--- src/rtl/mem_port_arbiter.sv ---
// mem_port_arbiter: round-robin arbiter that shares one ready-handshake memory port between two masters.
// Defining ARB_TIMEOUT_EN adds a watchdog that terminates transfers the slave never acknowledges.
module mem_port_arbiter #(
    parameter int ADDR_WIDTH     = 30,
    parameter int TIMEOUT_CYCLES = 255
) (
    input  logic                  clock,
    input  logic                  reset,
    input  logic                  m0_read,
    input  logic [3:0]            m0_write,
    input  logic [ADDR_WIDTH-1:0] m0_address,
    input  logic [31:0]           m0_data_in,
    output logic [31:0]           m0_data_out,
    output logic                  m0_ready,
    input  logic                  m1_read,
    input  logic [3:0]            m1_write,
    input  logic [ADDR_WIDTH-1:0] m1_address,
    input  logic [31:0]           m1_data_in,
    output logic [31:0]           m1_data_out,
    output logic                  m1_ready,
    output logic                  s_read,
    output logic [3:0]            s_write,
    output logic [ADDR_WIDTH-1:0] s_address,
    output logic [31:0]           s_data_out,
    input  logic [31:0]           s_data_in,
    input  logic                  s_ready,
    output logic [1:0]            grant,
    output logic                  timeout
);

    if (TIMEOUT_CYCLES < 2 || TIMEOUT_CYCLES > 65535) begin : g_bad_timeout
        $error("mem_port_arbiter: TIMEOUT_CYCLES must be in 2..65535");
    end

    typedef enum logic [1:0] {IDLE, GRANT0, GRANT1} state_t;

    state_t state;
    logic   last;
    logic   req0, req1;
    logic   owner_req;
    logic   expire;

    assign req0 = m0_read | (|m0_write);
    assign req1 = m1_read | (|m1_write);
    assign owner_req = (state == GRANT0) ? req0 :
                       (state == GRANT1) ? req1 : 1'b0;

`ifdef ARB_TIMEOUT_EN
    logic [15:0] wait_cnt;

    // Count is zero on the first grant cycle since every grant is entered from IDLE.
    always_ff @(posedge clock or posedge reset) begin
        if (reset) begin
            wait_cnt <= '0;
        end else if (state == IDLE) begin
            wait_cnt <= '0;
        end else begin
            wait_cnt <= wait_cnt + 16'd1;
        end
    end

    // A master that already gave up is aborted, not handed a spurious ready.
    assign expire = owner_req && !s_ready && (wait_cnt == 16'(TIMEOUT_CYCLES - 1));
`else
    assign expire = 1'b0;
`endif

    assign timeout = expire;

    always_comb begin
        s_read      = 1'b0;
        s_write     = 4'b0000;
        s_address   = '0;
        s_data_out  = '0;
        m0_ready    = 1'b0;
        m1_ready    = 1'b0;
        m0_data_out = '0;
        m1_data_out = '0;
        case (state)
            GRANT0: begin
                s_read      = m0_read & ~expire;
                s_write     = expire ? 4'b0000 : m0_write;
                s_address   = m0_address;
                s_data_out  = m0_data_in;
                m0_ready    = s_ready | expire;
                m0_data_out = expire ? 32'h0 : s_data_in;
            end
            GRANT1: begin
                s_read      = m1_read & ~expire;
                s_write     = expire ? 4'b0000 : m1_write;
                s_address   = m1_address;
                s_data_out  = m1_data_in;
                m1_ready    = s_ready | expire;
                m1_data_out = expire ? 32'h0 : s_data_in;
            end
            default: ;
        endcase
    end

    // Every transfer returns through IDLE so a request held over its ready is not issued twice.
    always_ff @(posedge clock or posedge reset) begin
        if (reset) begin
            state <= IDLE;
            last  <= 1'b1;
            grant <= 2'b00;
        end else begin
            case (state)
                IDLE: begin
                    if (req0 && (!req1 || last)) begin
                        state <= GRANT0;
                        grant <= 2'b01;
                    end else if (req1) begin
                        state <= GRANT1;
                        grant <= 2'b10;
                    end
                end
                GRANT0: begin
                    if (s_ready || expire) begin
                        state <= IDLE;
                        grant <= 2'b00;
                        last  <= 1'b0;
                    end else if (!req0) begin
                        state <= IDLE;
                        grant <= 2'b00;
                    end
                end
                GRANT1: begin
                    if (s_ready || expire) begin
                        state <= IDLE;
                        grant <= 2'b00;
                        last  <= 1'b1;
                    end else if (!req1) begin
                        state <= IDLE;
                        grant <= 2'b00;
                    end
                end
                default: begin
                    state <= IDLE;
                    grant <= 2'b00;
                end
            endcase
        end
    end

endmodule

--- config.mk ---
export PLATFORM = sky130hd
export DESIGN_NAME = mem_port_arbiter
export DESIGN_NICKNAME = d
export VERILOG_FILES = /design/src/rtl/mem_port_arbiter.sv
export SDC_FILE = /design/constraint.sdc
export NUM_CORES = 1
export LEC_CHECK = 0
export BUFFER_PORTS_ARGS = -buffer_cell sky130_fd_sc_hd__clkbuf_2
export CAP_MARGIN = 20
export CORE_AREA = 10 10 110 112
export DETAILED_ROUTE_END_ITERATION = 7
export DIE_AREA = 0 0 120 122
export PLACE_DENSITY_LB_ADDON = 0.25
export SLEW_MARGIN = 0
export SYNTH_ARGS = -nofsm -noshare
export SYNTH_HDL_FRONTEND = slang
export SYNTH_SLANG_ARGS = --single-unit
--- constraint.sdc ---
create_clock -name clock -period 1.45 [get_ports clock]
set_input_delay 0.0725 -clock clock [delete_from_list [all_inputs] [get_ports clock]]
set_output_delay 0.0725 -clock clock [all_outputs]
set_load 0.02 [all_outputs]
==> results of run 1 <==
final cells by class:
type | instances | share of cell area (%)
tap | 136 | 3.740
multi-input combinational | 219 | 43.89
clock buffer | 4 | 0.9901
timing repair buffer | 325 | 49.31
inverter | 4 | 0.3300
sequential | 3 | 1.733
stage by stage:
stage          utilization (%)  setup TNS, ns
2_1_floorplan                -         -6.835
5_1_grt                  45.29         -29.20
4_1_cts                  42.47         -21.33
3_5_place_dp             37.25        -0.2297
3_3_place_gp             37.25       -0.03280
6_report                 45.29         -21.61
state kept, by name (all words and copies together) (netlist names):
name	cells
state	2
last	1
worst min-delay path by stage:
stage / from / endpoint / slack [ns] / depth (start not counted)
2_1_floorplan: reset / state[0] / -0.17 / 1
3_3_place_gp: reset / state[0] / -0.07 / 2
3_5_place_dp: reset / state[0] / -0.07 / 2
4_1_cts: s_ready / last / 0.19 / 3
5_1_grt: s_ready / last / 0.22 / 3
6_report: s_ready / last / 0.19 / 3
routing by layer:
metal / GRT usage [%] / share of wire [%] / vias up
met2: 29.88 / 55 / 164
met4: 1.056 / 0.45 / 0
met1: 15.25 / 36 / 1435
met3: 4.810 / 8.3 / 6
li1: - / - / 1488
met5: 0 / 0 / -
logic make-up after synthesis:
| kind of cell | after synthesis | synth area share [%] |
|---|---|---|
| flops | 3 | 4.492 |
| simple gates | 140 | 50.88 |
| fa+ha+maj | 3 | 2.209 |
| compound gates | 73 | 32.69 |
| mux | 2 | 1.178 |
| buf+inv | 34 | 8.321 |
| other cells | 1 | 0.2207 |
power groups by stage:
stage | combinational (uW) | clock (uW) | sequential [uW]
2_1_floorplan | 4290 | 0 | 191
3_3_place_gp | 6380 | 0 | 159
3_5_place_dp | 6440 | 0 | 161
4_1_cts | 7230 | 245 | 165
5_1_grt | 8310 | 253 | 173
6_report | 7790 | 237 | 166
cells in the final DEF, fill, tap and decap left out, types with 2 or more instances in the layout:
cell type	instances
sky130_fd_sc_hd__clkbuf_2	205
sky130_fd_sc_hd__and2_1	64
sky130_fd_sc_hd__nor2b_2	57
sky130_fd_sc_hd__a22oi_2	53
sky130_fd_sc_hd__buf_4	40
sky130_fd_sc_hd__clkbuf_4	30
sky130_fd_sc_hd__clkbuf_8	18
sky130_fd_sc_hd__a22oi_1	14
sky130_fd_sc_hd__buf_6	12
sky130_fd_sc_hd__nor2b_4	10
sky130_fd_sc_hd__buf_2	9
sky130_fd_sc_hd__buf_12	7
sky130_fd_sc_hd__clkbuf_16	4
sky130_fd_sc_hd__nand2_1	3
sky130_fd_sc_hd__nor2_1	2
sky130_fd_sc_hd__inv_2	2
sky130_fd_sc_hd__mux2i_1	2
sky130_fd_sc_hd__inv_1	2
sky130_fd_sc_hd__ha_4	2
sky130_fd_sc_hd__buf_16	2
sky130_fd_sc_hd__dfrtp_2	2
critical path, cell delays in order (launching register included):
cell and delay (ns):
sky130_fd_sc_hd__dfrtp_2 0.40, sky130_fd_sc_hd__buf_4 0.16, sky130_fd_sc_hd__ha_4 0.22, sky130_fd_sc_hd__buf_16 0.19
sky130_fd_sc_hd__a22oi_2 0.23, sky130_fd_sc_hd__nor2b_4 0.05, sky130_fd_sc_hd__clkbuf_2 0.15
timing repair:
item | 4_1_cts | 5_1_grt
gates cloned | 2 | 4
endpoints found under the hold margin | 3 | 0
setup buffers | 2 | 0
endpoints found under the setup margin | 133 | 135
resized for setup | 104 | 114
pin swaps | 2 | 9
hold buffers | 1 | 0
==> metrics.md, run 1 <==
| Metric | Value |
|---|---|
| Leakage power of the design | between 0.002 and 0.0025 uW |
| Crit path DAT | approximately 1.6 ns |
| Kind of launch point of the worst setup path | register |
| Non-filler instance count after layout | between 600 and 700 |
| Drt drc | 0 |
| Routed len/inst | about 19 um |
| Final weighted congestion in routability-driven placement | around 0.84 |
| Net count, final | between 700 and 800 |
| Hold WS | around 0.19 ns |
| Sequential Area | roughly 80 um^2 |
| Number of setup violations in the final report | 135 |
| Placeable core region | 10050 um^2 |
| Clock tree from TritonCTS | built |
| Area taken by multi-input logic gates | between 1500 and 2000 um^2 |
| Pins Over Slew Limit | 0 |
| First-pass GRT wire length | between 15000 and 20000 um |
| Power dissipated by switching net loads | approximately 4000 uW |
| Fraction of synthesis flops using an asynchronous set or reset pin | 100.0% |
| Area leader, netlist | sky130_fd_sc_hd__a22oi_1 |
| Minimum setup slack after placement | -0.05146 ns |
| Final min period | ~1.7 ns |
| Synth Register Bits | 3 |
| Share of post-route cells with drive strength above 1 | ~83% |
| Sequential-to-total area share from yosys stat | under 10% |
| Source-to-sink clock delay at the later pin of the worst-skew pair | 0.21 ns |
| Count of endpoints failing hold in the final timing report | 0 |
| Mean instance size in the synthesized netlist | roughly 6.6 um^2 |
| Area of the mapped netlist | ~1700 um^2 |
| Cell Pwr Density | 1802 nW/um^2 |
| Fill cell instance count of the final layout | approximately 1k |
| Net switching fraction of the power | between 40% and 50% |
| Type of destination of the critical path | output pin |
| Via count | about 3.1k |
| Synthesis-to-finish area growth | 167.7% |
| Highest attainable clock frequency | 0.5914 GHz |
| Total of buffers placed on input and output ports | between 300 and 400 |
| Peak supply drop | 0.8017 mV |
| Number of synthesized flops with an enable pin | 0 |
| Clk slew on worst S/H paths | 0.03 ns |
| Maximum number of pins on one net before global-route repair | 51 |
| Max Clock Skew | approximately 0.0012 ns |
| Capturing instance or port of the critical path | s_address[10] |
| Cells after Synth | roughly 260 |
| Non-Filler Cell Area, Final | between 4000 and 5000 um^2 |
| Most frequently used flop master after synthesis | sky130_fd_sc_hd__dfrtp_1 |
| Number of clock sinks | 3 |
| Required @ worst endpoint | between 1 and 1.5 ns |
| Initial drt markers | 89 |
| Share of the synthesized area in the top cell type | between 20% and 30% |
| Commonest cells post-synth | 67 x sky130_fd_sc_hd__a22oi_1, 67 x sky130_fd_sc_hd__nor2b_1, 65 x sky130_fd_sc_hd__and2_1 |
| Warning count from the yosys run | 0 |
| Cell internal power dissipation | between 4000 and 5000 uW |
| RSZ-0062 raised after global routing | yes |
| Comb power frac | roughly 95% |
| Critical path type | reg2out |
| Placement Cell Area | roughly 3700 um^2 |
| Path depth of the worst reg2reg path | 7 |
| Diodes inserted | 0 |
| R2R setup slack | -0.13 ns |
| First-pass iteration count of the detailed router | 4 |
| Overall Global Routing Usage | between 10% and 20% |
| H-tree levels | 1 |
| Cell types with the largest area share after synthesis | sky130_fd_sc_hd__a22oi_1 30%, sky130_fd_sc_hd__nor2b_1 25%, sky130_fd_sc_hd__and2_1 24%, sky130_fd_sc_hd__clkbuf_1 6.2%, sky130_fd_sc_hd__dfrtp_1 2.9% |
| Buffers from clock root to sink, at most | 2 |
| Path category of the worst min-delay check | in2reg |
| HPWL after DPL | ~10000 um |
| Fraction of the cycle the final worst path needs | 116.6% |
| Sequential cell fraction of total power | around 2.0% |
| Routed WL | ~13000 um |
| Tot Pwr | a little over 8000 uW |
| Reg-to-reg startpoint | state[1] |
| CTS buffer count | 3 |
| Violations in the final reports | setup timing |
| Worst setup slack after layout | -0.2410 ns |
| Cells after DPL | 678 |
| Number of core rows | 37 |
| Vias in the first global route | ~3.3k |
| Syn Nets | approximately 430 |
| Count of unique library cells instantiated by Yosys | 22 |
| Antenna-violating nets left | 0 |
| Max_cap viols | 0 |
| Die Y-Extent | around 120 um |
| Run status | finished with violations |
| Part of the power in the clock network | 2.9% |
| Initial core utilization | approximately 17% |
| Total grt overflow | 0 |
| Worst flop-to-flop path endpoint | state[1] |
| Io pins | roughly 300 |
| Total Die Area | 14640 um^2 |
| Launch point of the worst path | state[1] |
| Antenna violations before repair | 0 |
| Biggest fanout along the worst timing path | 23 |
| Die width | 120 um |
| Root Buffer Master | sky130_fd_sc_hd__clkbuf_8 |
| Avg Vias per Cell | about 4.5 |
No activity file was read; power rests on OpenSTA's default activity.
==> inputs of run 2 (changes only) <==
==> constraint.sdc (replaced) <==
create_clock -name clock -period 1.45 [get_ports clock]
set_input_delay 0.2175 -clock clock [delete_from_list [all_inputs] [get_ports clock]]
set_output_delay 0.2175 -clock clock [all_outputs]
set_load 0.02 [all_outputs]
==> run 2 against run 1 <==
Compared with the run above: the run still ends with setup timing left; routed wire length up 18%; clock power up 4%; worst setup slack worse by 0.17 ns; worst hold slack better by 0.22 ns; critical path depth up 1; cell count up 4.3%; register-to-register slack worse by 0.13 ns.
==> metrics.md, run 2 (synthesized netlist as in run 1, its figures left out) <==
| Metric | Value |
|---|---|
| Run status | finished with violations |
| Violations in the final reports | setup timing |
| Diodes inserted | 0 (unchanged) |
| Drt drc | 0 (unchanged) |
| Total buffers and inverters traversed by the critical path | 4 (+1) |
| Peak supply drop | 1.228 mV (+53%) |
| Global-route met2 utilization | 26.86% (-3.0 points) |
| Number of setup violations in the final report | 135 (unchanged) |
| Register name with the most flops | state |
| Fraction of the cycle the final worst path needs | 128.2% (+12 points) |
| Worst setup slack after layout | -0.4085 ns (-0.1675 ns) |
| Buffers from clock root to sink, at most | 2 (unchanged) |
| Avg Vias per Cell | 4.674 (+4.4%) |
| Largest registers | state (2), last (1) |
| Net switching fraction of the power | 43.86% (-5.7 points) |
| Cell chain of the critical path | inv_4 -> ha_4 -> buf_8 -> clkbuf_16 -> a22oi_2 -> nor2b_2 -> clkbuf_8 |
| Worst flop-to-flop path endpoint | state[1] |
| Largest stage delay on the critical path | 0.44 ns (+0.04 ns) |
| Minimum setup slack after placement | -0.1352 ns (-0.08378 ns) |
| Total Die Area | 14640 um^2 (unchanged) |
| Required @ worst endpoint | 1.23 ns (-0.15 ns) |
| Overall Global Routing Usage | 13.89% (-1.0 points) |
| Part of the power in the clock network | 2.3% (-0.6 points) |
| Initial core utilization | 16.91% (unchanged) |
| First-pass iteration count of the detailed router | 4 (unchanged) |
| Comb power frac | 95.9% (+0.8 points) |
| Cell internal power dissipation | 6090 uW (+47%) |
| Non-filler instance count after layout | 721 (+4.3%) |
| Reg-to-reg startpoint | state[1] |
| Number of clock sinks | 3 (unchanged) |
| Tot Pwr | 10850 uW (+32%) |
| Root Buffer Master | sky130_fd_sc_hd__clkbuf_8 |
| Leakage power of the design | 0.002675 uW (+21%) |
| H-tree levels | 1 (unchanged) |
| Clk slew on worst S/H paths | 0.03 ns (about the same) |
| CTS buffer count | 3 (unchanged) |
| Path category of the worst min-delay check | in2async |
| Fill cell instance count of the final layout | 844 (-17%) |
| Power dissipated by switching net loads | 4758 uW (+17%) |
| Source-to-sink clock delay at the later pin of the worst-skew pair | 0.22 ns (about the same) |
| Most frequent cells in the layout | 170 x sky130_fd_sc_hd__clkbuf_2, 88 x sky130_fd_sc_hd__buf_6, 64 x sky130_fd_sc_hd__a22oi_2, 64 x sky130_fd_sc_hd__nor2b_2, 55 x sky130_fd_sc_hd__and2_4 |
| Vias in the first global route | 3168 (-4.5%) |
| First-pass GRT wire length | 17010 um (-6.7%) |
| Synthesis-to-finish area growth | 240.3% |
| Path depth of the worst reg2reg path | 8 (+1) |
| Commonest non-fill, non-tap cell in the layout | sky130_fd_sc_hd__clkbuf_2 |
| Antenna violations before repair | 0 (unchanged) |
| Die Y-Extent | 122 um (unchanged) |
| Max_cap viols | 0 (unchanged) |
| Clock tree from TritonCTS | built |
| Kind of launch point of the worst setup path | register |
| Pins Over Slew Limit | 0 (unchanged) |
| Met1 usage in global routing | 14.10% (-1.1 points) |
| Placeable core region | 10050 um^2 (unchanged) |
| Share of post-route cells with drive strength above 1 | 95.73% (+13 points) |
| Count of endpoints failing hold in the final timing report | 0 (unchanged) |
| Cell Pwr Density | 1876 nW/um^2 (+4.1%) |
| Max stage delay cell, worst path | sky130_fd_sc_hd__dfrtp_2 |
| HPWL after DPL | 9648 um (-1.6%) |
| Highest attainable clock frequency | 0.5381 GHz (-9.0%) |
| Max FFs per register | 2 (unchanged) |
| Maximum number of pins on one net before global-route repair | 48 (-5.9%) |
| Cells after DPL | 676 (-0.29%) |
| Routed WL | 15330 um (+18%) |
| Type of destination of the critical path | output pin |
| Via count | 3370 (+9.0%) |
| Hold WS | 0.4147 ns (+0.2202 ns) |
| Placement Cell Area | 3726 um^2 (-0.43%) |
| Final weighted congestion in routability-driven placement | 0.8388 (-0.13%) |
| Sequential cell fraction of total power | 1.8% (-0.2 points) |
| Initial drt markers | 87 (-2.2%) |
| Global-route track usage on met3 | 4.995% (+0.19 points) |
| Biggest fanout along the worst timing path | 6 (-74%) |
| Non-Filler Cell Area, Final | 5782 um^2 (+27%) |
| Total of buffers placed on input and output ports | 303 (unchanged) |
| Crit path DAT | 1.64 ns (+0.02 ns) |
| Total grt overflow | 0 (unchanged) |
| R2R setup slack | -0.26 ns (-0.13 ns) |
| Io pins | 305 (unchanged) |
| Kind of cell adding the most delay to the critical path | buffers and inverters |
| Max Clock Skew | 0.0002865 ns (-0.0009624 ns) |
| Net count, final | 758 (+4.1%) |
| Busiest metal layer after global routing | met2 |
| Critical path type | reg2out |
| Routed len/inst | 21.26 um (+13%) |
| RSZ-0062 raised after global routing | yes |
| Antenna-violating nets left | 0 (unchanged) |
| Number of core rows | 37 (unchanged) |
| Final min period | 1.858 ns (+0.1675 ns) |
| Die width | 120 um (unchanged) |
[run 2: changes by cell type in the layout (fill, tap and decap cells not counted), sizes merged]
cell,previous run,this run
buf,70,137
clkbuf,258,221
[run 2: per-layer routing]
metal  part of all wire [%]  vias to the layer above
li1                       -                     1559
met1                     36                     1618
met2                     54                      173
met3                    7.7                       20
met4                    1.8                        0
met5                      0                        -
[run 2: stage by stage]
stage               utilization (%)  setup TNS, ns
finish                        57.55         -41.12
detailed placement            37.09         -6.887
global route                  57.55         -49.65
floorplan                         -         -13.00
global placement              37.09         -4.873
CTS                           41.72         -37.25
[run 2: final cells by class]
type / instances / area, um^2 / area share (%)
Clock buffer: 4 / 45.04 / 0.7791
Inverter: 4 / 20.02 / 0.3462
Multi-Input combinational cell: 219 / 2171 / 37.55
Tap cell: 136 / 170.2 / 2.943
Sequential cell: 3 / 78.83 / 1.363
Timing Repair Buffer: 355 / 3297 / 57.02
[run 2: power groups by stage]
stage	clock network (uW)	logic [uW]	registers [uW]
detailed placement	0	6300	196
global route	263	10900	201
finish	247	10400	193
CTS	253	6930	195
global placement	0	6230	193
floorplan	0	4480	215
[run 2: how the worst max path moves through the flow]
stage,start,to,slack [ns],cells past startpoint
after floorplan,state[0],s_address[15],-0.25,6
after global placement,state[1],s_address[15],-0.09,6
after detailed placement,m1_write[1],state[0],-0.14,6
after CTS,state[0],s_address[23],-0.34,6
after global routing,state[0],s_address[24],-0.48,7
final,state[1],s_address[8],-0.41,7
[run 2: what timing repair did]
item	in CTS	in global routing
hold buffers	1	0
pin swaps	3	16
buffers inserted	0	15
setup endpoints to repair	135	136
resized for setup	110	374
gates cloned	0	25
hold endpoints to repair	2	0
[run 2: worst register-to-register path, cell delays in order (launching register included)]
cell and delay (ns):
sky130_fd_sc_hd__dfrtp_2 0.44, sky130_fd_sc_hd__inv_4 0.10, sky130_fd_sc_hd__ha_4 0.20, sky130_fd_sc_hd__clkbuf_16 0.17, sky130_fd_sc_hd__clkbuf_16 0.14, sky130_fd_sc_hd__buf_6 0.09, sky130_fd_sc_hd__a21boi_2 0.04, sky130_fd_sc_hd__o22ai_2 0.22
sky130_fd_sc_hd__mux2i_1 0.22
==> inputs of run 3 (changes only) <==
- clock period: 1.45 -> 2.39 ns (I/O delays scaled with it)
==> run 3 against run 2 <==
Compared with the run above: the flow now finishes without violations; non-clock buffer count fell by 47; routed wire length fell by 25%; clock power fell by 41%; clock skew rose by 0.0024 ns; clock-buffer cell count did not move; first-iteration DRC count rose by 38%; worst hold slack improved by 0.071 ns; utilization fell by 24 points; sequential share of layout area rose by 0.90 points; largest cell class unchanged.
==> metrics.md, run 3 (synthesized netlist as in run 1, its figures left out) <==
| Metric | Value |
|---|---|
| Cells after DPL | 669 (-1.0%) |
| Largest registers | state (2), last (1) |
| Path category of the worst min-delay check | in2reg |
| Area taken by multi-input logic gates | 1486 um^2 (-32%) |
| Vias in the first global route | 3108 (-1.9%) |
| Critical path type | reg2out |
| Net count, final | 711 (-6.2%) |
| Placeable core region | 10050 um^2 (unchanged) |
| Clk slew on worst S/H paths | 0.03 ns (about the same) |
| Final weighted congestion in routability-driven placement | 0.8747 (+4.3%) |
| Reg-to-reg startpoint | state[0] |
| Avg Vias per Cell | 4.399 (-5.9%) |
| Crit path DAT | 1.86 ns (+0.22 ns) |
| RSZ-0062 raised after global routing | no |
| Highest attainable clock frequency | between 0.4 and 0.5 GHz |
| Overall Global Routing Usage | 14.00% (+0.11 points) |
| First-pass GRT wire length | 17110 um (+0.57%) |
| Initial core utilization | 16.91% (unchanged) |
| Cts hold-fix bufs | 1 (unchanged) |
| Source-to-sink clock delay at the later pin of the worst-skew pair | 0.21 ns (about the same) |
| Routed WL | 11560 um (-25%) |
| Total Die Area | 14640 um^2 (unchanged) |
| Maximum number of pins on one net before global-route repair | 102 (+110%) |
| R2R setup slack | 0.54 ns (+0.80 ns) |
| Leakage power of the design | 0.001873 uW (-30%) |
| Max FFs per register | 2 (unchanged) |
| Register name with the most flops | state |
| Root Buffer Master | sky130_fd_sc_hd__clkbuf_8 |
| Total grt overflow | 0 (unchanged) |
| Hold WS | 0.4853 ns (+0.07054 ns) |
| Pins Over Slew Limit | 0 (unchanged) |
| Drt drc | 0 (unchanged) |
| Count of endpoints failing hold in the final timing report | 0 (unchanged) |
| Tot Pwr | 3454 uW (-68%) |
| Startpoint of the lowest-slack hold path | s_ready |
| Die Y-Extent | 122 um (unchanged) |
| Io pins | 305 (unchanged) |
| Peak supply drop | 0.3432 mV (-72%) |
| Biggest fanout along the worst timing path | 101 (+95) |
| Clock tree from TritonCTS | built |
| H-tree levels | 1 (unchanged) |
| First-pass iteration count of the detailed router | 4 (unchanged) |
| Antenna-violating nets left | 0 (unchanged) |
| Die width | 120 um (unchanged) |
| Worst flop-to-flop path endpoint | state[1] |
| Share of post-route cells with drive strength above 1 | 58.92% (-37 points) |
| Setup tns final | 0 ns (+41.12 ns) |
| Number of setup violations in the final report | 0 (-100%) |
| Setup Fix Bufs, Post-CTS | 0 (unchanged) |
| Fill cell instance count of the final layout | 1112 (+32%) |
| Commonest non-fill, non-tap cell in the layout | sky130_fd_sc_hd__clkbuf_2 |
| Path depth of the worst reg2reg path | 7 (-1) |
| Number of core rows | 37 (unchanged) |
| Max Clock Skew | 0.002666 ns (+0.002379 ns) |
| HPWL after DPL | 9927 um (+2.9%) |
| Cell Pwr Density | 1023 nW/um^2 (-45%) |
| Synthesis-to-finish area growth | 98.75% |
| Initial drt markers | 120 (+38%) |
| Via count | 2969 (-12%) |
| Number of clock sinks | 3 (unchanged) |
| Capture endpoint of the worst hold path | last |
| Non-filler instance count after layout | 675 (-6.4%) |
| Kind of launch point of the worst setup path | register |
| Buffers from clock root to sink, at most | 2 (unchanged) |
| Worst hold stages | 3 |
| Required @ worst endpoint | 2.03 ns (+0.80 ns) |
| Max_cap viols | 0 (unchanged) |
| Antenna violations before repair | 2 (+2) |
| Routed len/inst | 17.12 um (-19%) |
| CTS buffer count | 3 (unchanged) |
| Most frequent cells in the layout | 303 x sky130_fd_sc_hd__clkbuf_2, 67 x sky130_fd_sc_hd__a22oi_1, 67 x sky130_fd_sc_hd__nor2b_1 |
| Total of buffers placed on input and output ports | 303 (unchanged) |
| Sequential Area | 76.32 um^2 (-3.2%) |
| Fraction of the cycle the final worst path needs | between 90 and 100% |
| Post-CTS Resized | 0 (-100%) |
| Type of destination of the critical path | output pin |
| Run status | finished clean |
| Final min period | 2.214 ns |
[run 3: cell count changes in the layout (fill, tap and decap cells not counted), sizes merged]
cell and delta:
buf -133, clkbuf +86, diode +1
[run 3: cell type report]
| type | count | share of cell area, % |
|---|---|---|
| Sequential cell | 3 | 2.260 |
| Inverter | 4 | 0.4446 |
| Antenna cell | 1 | 0.07410 |
| Multi-Input combinational cell | 219 | 44.02 |
| Timing Repair Buffer | 308 | 46.83 |
| Clock buffer | 4 | 1.334 |
| Tap cell | 136 | 5.039 |
[run 3: report_power, final]
group / switching [uW] / internal [uW]
Sequential: 18.5 / 81.3
Combinational: 1970 / 1240
Clock: 32.6 / 114
Total: 2020 / 1430
[run 3: how the worst max path moves through the flow]
stage	to	startpoint	slack (ns)
global placement	s_address[0]	state[0]	0.48
CTS	s_address[0]	state[0]	0.20
floorplan	s_address[0]	state[0]	0.29
finish	s_data_out[12]	state[0]	0.18
global route	s_address[0]	state[0]	0.06
detailed placement	s_address[0]	state[0]	0.44
[run 3: per-layer routing]
metal / GRT usage [%] / wire length [um] / vias up
met4: 2.338 / 90 / 2
met1: 14.57 / 4126 / 1338
li1: - / - / 1445
met3: 6.707 / 1459 / 8
met2: 25.48 / 5865 / 176
met5: 0 / 13 / -
[run 3: metrics by stage]
stage               util [%]  setup WS, ns  cell area [um^2]
global placement       33.04        0.4763              3319
finish                 33.62        0.1760              3377
floorplan                  -        0.2865              1699
global route           33.59       0.05657              3374
CTS                    33.59        0.2008              3374
detailed placement     33.04        0.4388              3319
[run 3: critical path: stages, from the launching register on]
cell	delay (ns)
sky130_fd_sc_hd__dfrtp_1	0.39
sky130_fd_sc_hd__inv_1	0.12
sky130_fd_sc_hd__ha_2	0.21
sky130_fd_sc_hd__buf_12	0.30
sky130_fd_sc_hd__a22oi_1	0.16
sky130_fd_sc_hd__nor2b_1	0.17
sky130_fd_sc_hd__clkbuf_2	0.19
